--- src/rtl/fe_replay_pkg.sv ---
// fe_replay_pkg: front-end FIFO command codes and USB status bit positions shared by the
// capture and replay paths, plus a small command-decode helper.
package fe_replay_pkg;

  // Entry command codes.
  localparam logic [1:0] FE_FIFO_CMD_DATA = 2'b00;
  localparam logic [1:0] FE_FIFO_CMD_STAT = 2'b01;
  localparam logic [1:0] FE_FIFO_CMD_TIME = 2'b10;

  // Position of the status field in a FIFO entry, and bit order inside that field.
  localparam int unsigned FE_FIFO_USB_STATUS_BITS_START = 0;
  localparam int unsigned FE_FIFO_USB_STATUS_BITS_LEN   = 5;
  localparam int unsigned FE_FIFO_RXERROR_BIT           = 0;
  localparam int unsigned FE_FIFO_RXACTIVE_BIT          = 1;
  localparam int unsigned FE_FIFO_SESSVLD_BIT           = 2;
  localparam int unsigned FE_FIFO_VBUSVLD_BIT           = 3;
  localparam int unsigned FE_FIFO_SESSEND_BIT           = 4;

  // True for entries that drive the status outputs (DATA and STAT).
  function automatic logic is_event_cmd(input logic [1:0] cmd);
    return (cmd == FE_FIFO_CMD_DATA) || (cmd == FE_FIFO_CMD_STAT);
  endfunction

endpackage

--- src/rtl/fe_replay_timer.sv ---
// fe_replay_timer: loadable down-counter with a zero flag, used to space replayed entries.
module fe_replay_timer #(
  parameter int unsigned Width = 16
) (
  input  logic             clk,
  input  logic             reset,
  input  logic             clear,
  input  logic             load,
  input  logic [Width-1:0] value,
  input  logic             dec,
  output logic             zero
);

  localparam logic [Width-1:0] One = {{(Width-1){1'b0}}, 1'b1};

  logic [Width-1:0] count_q;

  // Clear beats load beats decrement; the count holds at zero rather than wrapping.
  always_ff @(posedge clk) begin
    if (reset || clear) begin
      count_q <= '0;
    end else if (load) begin
      count_q <= value;
    end else if (dec && (count_q != '0)) begin
      count_q <= count_q - One;
    end
  end

  assign zero = (count_q == '0);

endmodule

--- src/rtl/fe_replay.sv ---
// fe_replay: pops DATA/STAT/TIME entries from a first-word-fall-through FIFO and regenerates
// the fe_* signals with the captured inter-event spacing.
// Optional feature: define FE_REPLAY_EVENT_COUNT_EN to build the DATA+STAT counter on
// O_event_count; otherwise that output is tied to zero.
module fe_replay
  import fe_replay_pkg::*;
#(
  parameter int unsigned pTIMESTAMP_FULL_WIDTH = 16,
  parameter int unsigned pREPLAY_LEN_WIDTH     = 24
) (
  input  logic                                   fe_clk,
  input  logic                                   reset_i,
  input  logic                                   I_enable,
  input  logic [pREPLAY_LEN_WIDTH-1:0]           I_replay_len,
  input  logic                                   I_empty,
  input  logic [1:0]                             I_command,
  input  logic [pTIMESTAMP_FULL_WIDTH-1:0]       I_time,
  input  logic [7:0]                             I_data,
  input  logic [FE_FIFO_USB_STATUS_BITS_LEN-1:0] I_status,
  output logic                                   O_rd,
  output logic [7:0]                             O_fe_data,
  output logic                                   O_fe_rxvalid,
  output logic                                   O_fe_rxactive,
  output logic                                   O_fe_rxerror,
  output logic                                   O_fe_sessvld,
  output logic                                   O_fe_vbusvld,
  output logic                                   O_fe_sessend,
  output logic                                   O_busy,
  output logic                                   O_done,
  output logic                                   O_underrun,
  output logic [23:0]                            O_event_count
);

  typedef enum logic [1:0] {StIdle = 2'd0, StWait = 2'd1, StDone = 2'd2} state_e;

  localparam logic [pTIMESTAMP_FULL_WIDTH-1:0] TimeOne = {{(pTIMESTAMP_FULL_WIDTH-1){1'b0}}, 1'b1};
  localparam logic [pREPLAY_LEN_WIDTH-1:0]     LenOne  = {{(pREPLAY_LEN_WIDTH-1){1'b0}}, 1'b1};

  state_e                           state_q;
  logic                             armed_q;
  logic                             pop_q;
  logic [pREPLAY_LEN_WIDTH-1:0]     entry_cnt_q;
  logic [pREPLAY_LEN_WIDTH-1:0]     entry_cnt_inc;
  logic                             head_ok;
  logic                             head_due;
  logic                             len_hit;
  logic                             tmr_clear;
  logic                             tmr_load;
  logic                             tmr_dec;
  logic                             tmr_zero;
  logic [pTIMESTAMP_FULL_WIDTH-1:0] tmr_value;

  // Pop decision for the head entry and timer controls.
  always_comb begin
    head_ok       = !reset_i && (state_q == StWait) && I_enable && !I_empty;
    // Unarmed: the entry has just reached the head, zero delta pops immediately.
    head_due      = armed_q ? tmr_zero : (I_time == '0);
    O_rd          = head_ok && head_due;
    tmr_clear     = (state_q != StWait) || !I_enable;
    tmr_load      = head_ok && !armed_q && (I_time != '0);
    // The head cycle itself is the first idle cycle, so the timer holds delta-1.
    tmr_value     = I_time - TimeOne;
    tmr_dec       = armed_q && !tmr_zero;
    entry_cnt_inc = entry_cnt_q + LenOne;
    len_hit       = (I_replay_len != '0) && (entry_cnt_inc == I_replay_len);
  end

  fe_replay_timer #(
    .Width(pTIMESTAMP_FULL_WIDTH)
  ) u_timer (
    .clk  (fe_clk),
    .reset(reset_i),
    .clear(tmr_clear),
    .load (tmr_load),
    .value(tmr_value),
    .dec  (tmr_dec),
    .zero (tmr_zero)
  );

  // Run-control FSM with registered replay outputs.
  always_ff @(posedge fe_clk) begin
    if (reset_i) begin
      state_q       <= StIdle;
      armed_q       <= 1'b0;
      pop_q         <= 1'b0;
      entry_cnt_q   <= '0;
      O_fe_data     <= 8'h00;
      O_fe_rxvalid  <= 1'b0;
      O_fe_rxactive <= 1'b0;
      O_fe_rxerror  <= 1'b0;
      O_fe_sessvld  <= 1'b0;
      O_fe_vbusvld  <= 1'b0;
      O_fe_sessend  <= 1'b0;
      O_busy        <= 1'b0;
      O_done        <= 1'b0;
      O_underrun    <= 1'b0;
    end else begin
      O_fe_rxvalid <= 1'b0;
      pop_q        <= O_rd;
      unique case (state_q)
        StIdle: begin
          if (I_enable && !O_done) begin
            state_q <= StWait;
            O_busy  <= 1'b1;
          end
        end
        StWait: begin
          if (!I_enable) begin
            // Abort: the head entry stays in the FIFO, its delta restarts next run.
            state_q <= StIdle;
            O_busy  <= 1'b0;
            armed_q <= 1'b0;
          end else begin
            if (pop_q && I_empty) begin
              O_underrun <= 1'b1;
            end
            if (tmr_load) begin
              armed_q <= 1'b1;
            end
            if (O_rd) begin
              armed_q     <= 1'b0;
              entry_cnt_q <= entry_cnt_inc;
              if (I_command == FE_FIFO_CMD_DATA) begin
                O_fe_rxvalid <= 1'b1;
                O_fe_data    <= I_data;
              end
              if (is_event_cmd(I_command)) begin
                O_fe_rxerror  <= I_status[FE_FIFO_RXERROR_BIT];
                O_fe_rxactive <= I_status[FE_FIFO_RXACTIVE_BIT];
                O_fe_sessvld  <= I_status[FE_FIFO_SESSVLD_BIT];
                O_fe_vbusvld  <= I_status[FE_FIFO_VBUSVLD_BIT];
                O_fe_sessend  <= I_status[FE_FIFO_SESSEND_BIT];
              end
              if (len_hit) begin
                O_done  <= 1'b1;
                O_busy  <= 1'b0;
                state_q <= StDone;
              end
            end
          end
        end
        StDone: begin
          if (!I_enable) begin
            state_q     <= StIdle;
            O_done      <= 1'b0;
            O_underrun  <= 1'b0;
            entry_cnt_q <= '0;
          end
        end
        default: begin
          state_q <= StIdle;
          O_busy  <= 1'b0;
        end
      endcase
    end
  end

`ifdef FE_REPLAY_EVENT_COUNT_EN
  logic [23:0] event_cnt_q;

  // Saturating count of DATA+STAT pops, cleared together with the run state on leaving DONE.
  always_ff @(posedge fe_clk) begin
    if (reset_i || ((state_q == StDone) && !I_enable)) begin
      event_cnt_q <= 24'd0;
    end else if (O_rd && is_event_cmd(I_command) && (event_cnt_q != 24'hFF_FFFF)) begin
      event_cnt_q <= event_cnt_q + 24'd1;
    end
  end

  assign O_event_count = event_cnt_q;
`else
  assign O_event_count = 24'd0;
`endif

endmodule
--- config.mk ---
export PLATFORM = sky130hd
export DESIGN_NAME = fe_replay
export DESIGN_NICKNAME = d
export VERILOG_FILES = /design/src/rtl/fe_replay_pkg.sv /design/src/rtl/fe_replay_timer.sv /design/src/rtl/fe_replay.sv
export SDC_FILE = /design/constraint.sdc
export NUM_CORES = 1
export LEC_CHECK = 0
export CAP_MARGIN = 20
export CORE_ASPECT_RATIO = 1.75
export CORE_UTILIZATION = 54
export CTS_CLUSTER_SIZE = 25
export DETAILED_ROUTE_END_ITERATION = 16
export GPL_ROUTABILITY_DRIVEN = 1
export PLACE_DENSITY = 0.95
export SYNTH_ARGS = -nofsm -noshare
export SYNTH_HDL_FRONTEND = slang
export SYNTH_SLANG_ARGS = --single-unit
export TNS_END_PERCENT = 1
--- constraint.sdc ---
create_clock -name fe_clk -period 6.2 [get_ports fe_clk]
set_input_delay 1.24 -clock fe_clk [delete_from_list [all_inputs] [get_ports fe_clk]]
set_output_delay 1.24 -clock fe_clk [all_outputs]
set_load 0.005 [all_outputs]
==> impl_metrics.tcl, run 1 <==
set metrics [dict create \
    layout.filler_cells 636 \
    cts_repair_resizes 0 \
    timing.max_slew.rel_slack 0.469 \
    synth_compound_gate_area_share 0.169 \
    routed_wire_length_per_instance_um 17.3 \
    p_comb_frac 0.103 \
    grtUsageTotal 0.303 \
    initial_core_util 0.563 \
    clock_tree.htree_level_count 3 \
    synth_top_family_by_area "simple AND/OR/NAND/NOR gates" \
    multi_input_area_um2 2820 \
    pwr_density_cell_nw_per_um2 193 \
    yosys.area_share.adder 0.00811 \
    synth_top_flop_cell "sky130_fd_sc_hd__dfxtp_1" \
    drv.max_cap_violation_count 0 \
    synth_enable_flop_cells 0 \
    cts.sink_count 61 \
    finalWorstPathRequiredPeriod_ns 5.08 \
    finalSetupViolCount 0 \
    cp_data_required_time_ns 4.96 \
    ios 101 \
    synthesis.area_um2 4320 \
    net-switching-power_uw 227 \
    async_flop_share 0 \
    routed_via_density 6.45 \
    detailroute.via_count 4679 \
    finish.net_count 693 \
    parity_gate_share_of_the_synthesized_area_counting_xor_and_xnor_cells 0.0933 \
    antennaDiodeCount 0 \
    number_of_buffers_created_by_cts 9 \
    final_antenna_net_count 0 \
    post-route-drc-count 0 \
    netlist.area_leader.share 0.283 \
    seq_area_frac_synth 0.283 \
    clock_tree.root_cell "sky130_fd_sc_hd__clkbuf_16" \
    whs_path_depth 2 \
    tns_ns 0 \
    post_synth_num_cell_types 65 \
    initialDrtViolationCount 249 \
    grt_first_pass_wirelength_um 20600 \
    first_global_vias 4529 \
    cpMostUsedCell "sky130_fd_sc_hd__clkdlybuf4s50_1" \
    power_frac_seq 0.386 \
    crit_path_max_incr_delay_ns 0.63 \
    drive_above_1_share 0.0440 \
    worstMarginPinSlew_ns 0.789 \
    critical_path.n_buffers_inverters 3 \
    die_h_um 120 \
    path_clk_slew_ns 0.05 \
    leakagePower_uw 0.00184 \
    clock_tree.buffer_depth 2 \
    synthTopCellsByArea "sky130_fd_sc_hd__dfxtp_1 28%, sky130_fd_sc_hd__nor2_1 6.1%, sky130_fd_sc_hd__xnor2_1 5.5%, sky130_fd_sc_hd__buf_4 4.2%, sky130_fd_sc_hd__nand2_1 4.1%" \
    unrepaired_setup_endpoints_after_global_routing "no" \
    finalMaxSlewViolations 0 \
    syn_to_final_growth_pct 22.9 \
    report.final.hold_viol_count 0 \
    pin_count_of_the_biggest_net_entering_global_routing 42 \
    peakVddDrop_mv 0.167 \
    outcome "finished, final reports clean" \
    critical-path-slowest-cell "sky130_fd_sc_hd__or4_1" \
    path_max_fanout 6 \
    yosys.cell_count.top_type "sky130_fd_sc_hd__nor2_1" \
    cp_cell_sequence "clkdlybuf4s50_1, or4_1, nor3_1, nand4b_1, a211o_1, inv_1, clkdlybuf4s50_1" \
    route.final.wire_length_um 12500 \
    die-area_um2 8370 \
    port_buffers 76 \
    fmaxAchievable_ghz 0.197 \
    crit_type "in2out" \
    hold_buffers 0 \
    post_synth_most_frequent_cells "70 x sky130_fd_sc_hd__nor2_1, 61 x sky130_fd_sc_hd__dfxtp_1, 47 x sky130_fd_sc_hd__nand2_1" \
    grt_overflow 0 \
    final_min_period_over_clock_period 0.820 \
    die_x_um 69.6 \
    ff_latch_area_um2 1220 \
    p_clk_frac 0.511 \
    critPathCaptureType "output port" \
    drtPass1Iterations 5 \
    core.rowCount 42 \
    cp-start-kind "input pin" \
    place.gp.congestion 1.01 \
    ys_warn_count 0 \
    final_core_util 0.692 \
    synthDominantAreaCellType "sky130_fd_sc_hd__dfxtp_1" \
    cts_setup_buffers 0 \
    yosys_register_bits 61 \
    cts_tree "built" \
    post-dp-hpwl_um 9360 \
    cp_top_family "buffers and inverters" \
    post_synthesis_share_of_cell_area_spent_on_and_or_nand_and_nor_gates 0.322 \
    number_of_cells_on_the_critical_path 7 \
    crit_arrival_ns 3.84 \
    sw_frac_of_total 0.221 \
    worst_r2r_path_depth 9 \
    antenna_violations_before_repair 0 \
    holdCritPathClass "reg2reg" \
    syn-mean-instance-area_um2 7.50 \
    synth.area.mux_share 0.0397 \
    synthCells 576 \
    power_after_layout_uw 1030 \
    worstSkewPairLatency_ns 0.33 \
    fin_worst_skew_ns 0.00792 \
    p_int_uw 799 \
    design.core.area_um2 7670 \
]
==> power groups by stage <==
stage | combinational, µW | clock [µW] | sequential, µW
after global routing | 114 | 544 | 396
after detailed placement | 103 | 0 | 404
after CTS | 104 | 531 | 395
after floorplan | 53.4 | 0 | 404
after global placement | 99.8 | 0 | 404
final | 106 | 524 | 396
==> per-stage QoR <==
step | setup slack, ns | cell area (µm²) | hold slack [ns] | std cells
floorplan | 1.71 | 4410 | 0.444 | 599
global placement | 1.16 | 5000 | 0.454 | 709
detailed placement | 0.991 | 5000 | 0.471 | 709
CTS | 1.11 | 5310 | 0.478 | 725
global route | 0.977 | 5310 | 0.490 | 725
finish | 1.12 | 5310 | 0.477 | 725
==> worst paths after layout <==
check / slack [ns] / to / start
worst min-delay path: 0.48 / u_timer.count_q[15]$_SDFFE_PP0P_ / u_timer.count_q[15]$_SDFFE_PP0P_
worst max register to register: 2.56 / state_q[0]$_SDFFE_PP0P_ / entry_cnt_q[0]$_SDFFE_PP0P_
worst min register to register: 0.48 / u_timer.count_q[15]$_SDFFE_PP0P_ / u_timer.count_q[15]$_SDFFE_PP0P_
worst max-delay path: 1.12 / O_rd / I_time[5]
==> layer usage <==
metal  GRT usage  share of wire  routed length (µm)
met5           0              0                   0
met4       0.189          0.054                 677
met3      0.0525          0.061                 762
met2       0.570           0.54                6710
met1       0.302           0.35                4380
==> layout by cell type (no fill, tap or decap), drive strengths merged, types with 4 or more instances in the layout <==
cell and instances:
clkdlybuf4s50 76, o211ai 7, nand2b 4, nor2 70, dfxtp 61, o22ai 7, buf 7, and4 4
a21oi 27, nor4 19, clkbuf 12, conb 24, and3 6, o21ai 30, xnor2 27, and2 5
o21a 4, inv 9, nor2b 4, nand2 47, a211oi 6, xor2 19, nand4 14, nor3 27
or4 9, nor3b 5, mux2i 16, a31oi 10, nand3 19, or3 14
==> layout make-up <==
type | instances | area share
Multi-Input combinational cell | 468 | 0.532
Sequential cell | 61 | 0.230
Clock inverter | 4 | 0.0137
Clock buffer | 12 | 0.0445
Inverter | 9 | 0.00636
Timing Repair Buffer | 83 | 0.153
Tap cell | 88 | 0.0207
==> registers in the layout (all words and copies together), names as in the netlist <==
signal / cells
O_fe_sessend: 1
O_busy: 1
u_timer.count_q: 16
O_done: 1
O_fe_data: 8
entry_cnt_q: 24
O_fe_rxvalid: 1
O_fe_rxerror: 1
O_underrun: 1
O_fe_sessvld: 1
O_fe_rxactive: 1
armed_q: 1
pop_q: 1
state_q: 2
O_fe_vbusvld: 1
==> kinds of logic after synthesis <==
| logic type | Yosys count |
|---|---|
| AOI/OAI and AO/OA | 115 |
| xor gates and xnor gates | 46 |
| and+or+nand+nor | 263 |
| other | 1 |
| DFF | 61 |
| muxes | 17 |
| adders and majority gates | 3 |
| buffers and inverters | 70 |
==> worst register-to-register path: cells and delay by family, from the launching register on <==
| kind | cells | cell delay, ns |
|---|---|---|
| AO/OA/AOI/OAI | 2 | 0.59 |
| adder cells (fa/ha/maj) | 1 | 0.43 |
| flip-flops | 1 | 0.47 |
| AND/OR/NAND/NOR | 5 | 1.80 |
| XOR/XNOR | 1 | 0.24 |
Power figures use the tool's default switching activity.
==> run 2, diff against run 1 <==
--- a/config.mk
+++ b/config.mk
@@ -7,11 +7,11 @@
 export LEC_CHECK = 0
 export CAP_MARGIN = 20
 export CORE_ASPECT_RATIO = 1.75
-export CORE_UTILIZATION = 54
+export CORE_UTILIZATION = 46
 export CTS_CLUSTER_SIZE = 25
 export DETAILED_ROUTE_END_ITERATION = 16
 export GPL_ROUTABILITY_DRIVEN = 1
-export PLACE_DENSITY = 0.95
+export PLACE_DENSITY = 0.87
 export SYNTH_ARGS = -nofsm -noshare
 export SYNTH_HDL_FRONTEND = slang
 export SYNTH_SLANG_ARGS = --single-unit
==> constraint.sdc (replaced) <==
create_clock -name fe_clk -period 4.6 [get_ports fe_clk]
set_input_delay 0.92 -clock fe_clk [delete_from_list [all_inputs] [get_ports fe_clk]]
set_output_delay 0.92 -clock fe_clk [all_outputs]
set_load 0.005 [all_outputs]
==> impl_metrics.tcl, run 2 (synthesized netlist as in run 1, its figures left out) <==
set metrics [dict create \
    layout_commonest_cell "sky130_fd_sc_hd__clkdlybuf4s50_1" \
    pwr_density_cell_nw_per_um2 250 \
    drive_above_1_share 0.0455 \
    final_core_util 0.587 \
    unrepaired_setup_endpoints_after_global_routing "no" \
    min_delay_worst_endpoint "O_fe_sessvld$_SDFFE_PP0P_" \
    pin_count_of_the_biggest_net_entering_global_routing 42 \
    holdCritPathClass "reg2reg" \
    cts_tree "built" \
    finish.net_count 695 \
    worstMarginPinSlew_ns 0.770 \
    drv.max_cap_violation_count 0 \
    whs_path_depth 2 \
    detailroute.via_count 4516 \
    crit_arrival_ns 3.40 \
    design.core.area_um2 9090 \
    ios 101 \
    cpMostUsedCell "sky130_fd_sc_hd__clkdlybuf4s50_1" \
    hold_buffers 0 \
    drtPass1Iterations 4 \
    initial_core_util 0.475 \
    peakVddDrop_mv 0.182 \
    routed_via_density 5.97 \
    largest_register "entry_cnt_q" \
    grt_overflow 0 \
    grt_first_pass_wirelength_um 19300 \
    cts_setup_buffers 0 \
    antenna_violations_before_repair 0 \
    crit_type "in2out" \
    report.final.hold_viol_count 0 \
    biggest_regs "entry_cnt_q x24, u_timer.count_q x16, O_fe_data x8" \
    regToRegSetupSlack_ns 1.04 \
    clock_tree.htree_level_count 3 \
    most-common-layout-cells "76 x sky130_fd_sc_hd__clkdlybuf4s50_1, 70 x sky130_fd_sc_hd__nor2_1, 61 x sky130_fd_sc_hd__dfxtp_1" \
    post_dp_cell_area_um2 5060 \
    final_antenna_net_count 0 \
    fin_worst_skew_ns 0.00583 \
    place.gp.congestion 0.970 \
    number_of_buffers_created_by_cts 9 \
    syn_to_final_growth_pct 23.6 \
    post-route-drc-count 0 \
    antennaDiodeCount 0 \
    cts_repair_resizes 0 \
    post-dp-hpwl_um 9290 \
    leakagePower_uw 0.00184 \
    finalMaxSlewViolations 0 \
    cp_data_required_time_ns 3.68 \
    final_min_period_over_clock_period 0.940 \
    cp_cell_sequence "clkdlybuf4s50_1, or4_1, nor3_1, nand4b_1, a211o_1, inv_1, clkdlybuf4s50_1" \
    die_x_um 75.3 \
    die-area_um2 9800 \
    first_global_vias 4389 \
    worstSkewPairLatency_ns 0.33 \
    critical_path.reg2reg.endpoint "state_q[0]$_SDFFE_PP0P_" \
    critPathCaptureType "output port" \
    layout.cell_area.non_filler_um2 5340 \
    path_max_fanout 4 \
    port_buffers 76 \
    initialDrtViolationCount 223 \
    path_clk_slew_ns 0.05 \
    route.final.wire_length_um 12400 \
    finalSetupViolCount 0 \
    worst_r2r_path_depth 9 \
    regToRegStartpoint "entry_cnt_q[0]$_SDFFE_PP0P_" \
    clock_tree.root_cell "sky130_fd_sc_hd__clkbuf_16" \
    flip_flop_count_of_the_largest_register_after_layout 24 \
    routed_wire_length_per_instance_um 16.3 \
    finalWorstPathRequiredPeriod_ns 4.32 \
    layout.filler_cells 865 \
    outcome "finished, final reports clean" \
    cts.sink_count 61 \
    crit_path_max_incr_delay_ns 0.60 \
    holdCritStartpoint "O_fe_sessvld$_SDFFE_PP0P_" \
    setup.worst_path.start "I_time[7]" \
    fmaxAchievable_ghz 0.231 \
    cp-start-kind "input pin" \
    cp_top_family "buffers and inverters" \
    critical_path.n_buffers_inverters 3 \
    grtUsageTotal 0.257 \
    timing.max_slew.rel_slack 0.482 \
    die_h_um 130 \
    clock_tree.buffer_depth 2 \
    tns_ns 0 \
    core.rowCount 46 \
    critical-path-slowest-cell "sky130_fd_sc_hd__or4_1" \
]
## run 2: cell types whose count changed in the layout (fill, tap and decap cells not counted)
cell / change
sky130_fd_sc_hd__buf_4: +2
sky130_fd_sc_hd__bufinv_16: -1
sky130_fd_sc_hd__clkinvlp_4: -1
sky130_fd_sc_hd__clkbuf_8: +1
sky130_fd_sc_hd__clkbuf_1: -1
## run 2: layer usage
metal	vias to the layer above	track usage	wire [µm]
met2	225	0.468	6560
met4	0	0.173	612
met3	57	0.0502	737
li1	2161	-	-
met1	2073	0.255	4460
met5	-	0	0
## run 2: worst min-delay path, cell delays in order (launching register included)
cell	delay, ns
sky130_fd_sc_hd__dfxtp_1	0.30
sky130_fd_sc_hd__o21ai_0	0.06
sky130_fd_sc_hd__a21oi_1	0.06
## run 2: through the flow
stage	setup WS [ns]	power (µW)	hold WS, ns	instances
CTS	0.289	1340	0.476	757
finish	0.278	1330	0.476	757
detailed placement	0.157	683	0.468	743
floorplan	0.429	616	0.444	599
global route	0.194	1370	0.502	757
global placement	0.267	680	0.454	743
## run 2: worst max-delay path by stage
stage                                       end  cells after the start
6_report                                   O_rd                      7
4_1_cts                                    O_rd                      7
3_3_place_gp   u_timer.count_q[14]$_SDFFE_PP0P_                     13
2_1_floorplan  u_timer.count_q[14]$_SDFFE_PP0P_                     13
3_5_place_dp   u_timer.count_q[14]$_SDFFE_PP0P_                     13
5_1_grt                                    O_rd                      7
## run 2: power breakdown
part | switching, µW | internal, µW
clock | 229 | 427
sequential | 2.09 | 531
combinational | 69.4 | 72.7
## run 2: final cells by class
type | count | area, µm² | share of cell area
repair buffers | 85 | 828 | 0.155
inverters | 9 | 33.8 | 0.00633
flip-flops and latches | 61 | 1220 | 0.229
well taps | 120 | 150 | 0.0281
clock inverters | 2 | 35.0 | 0.00656
multi-input cells | 468 | 2820 | 0.529
clock buffers | 12 | 246 | 0.0462
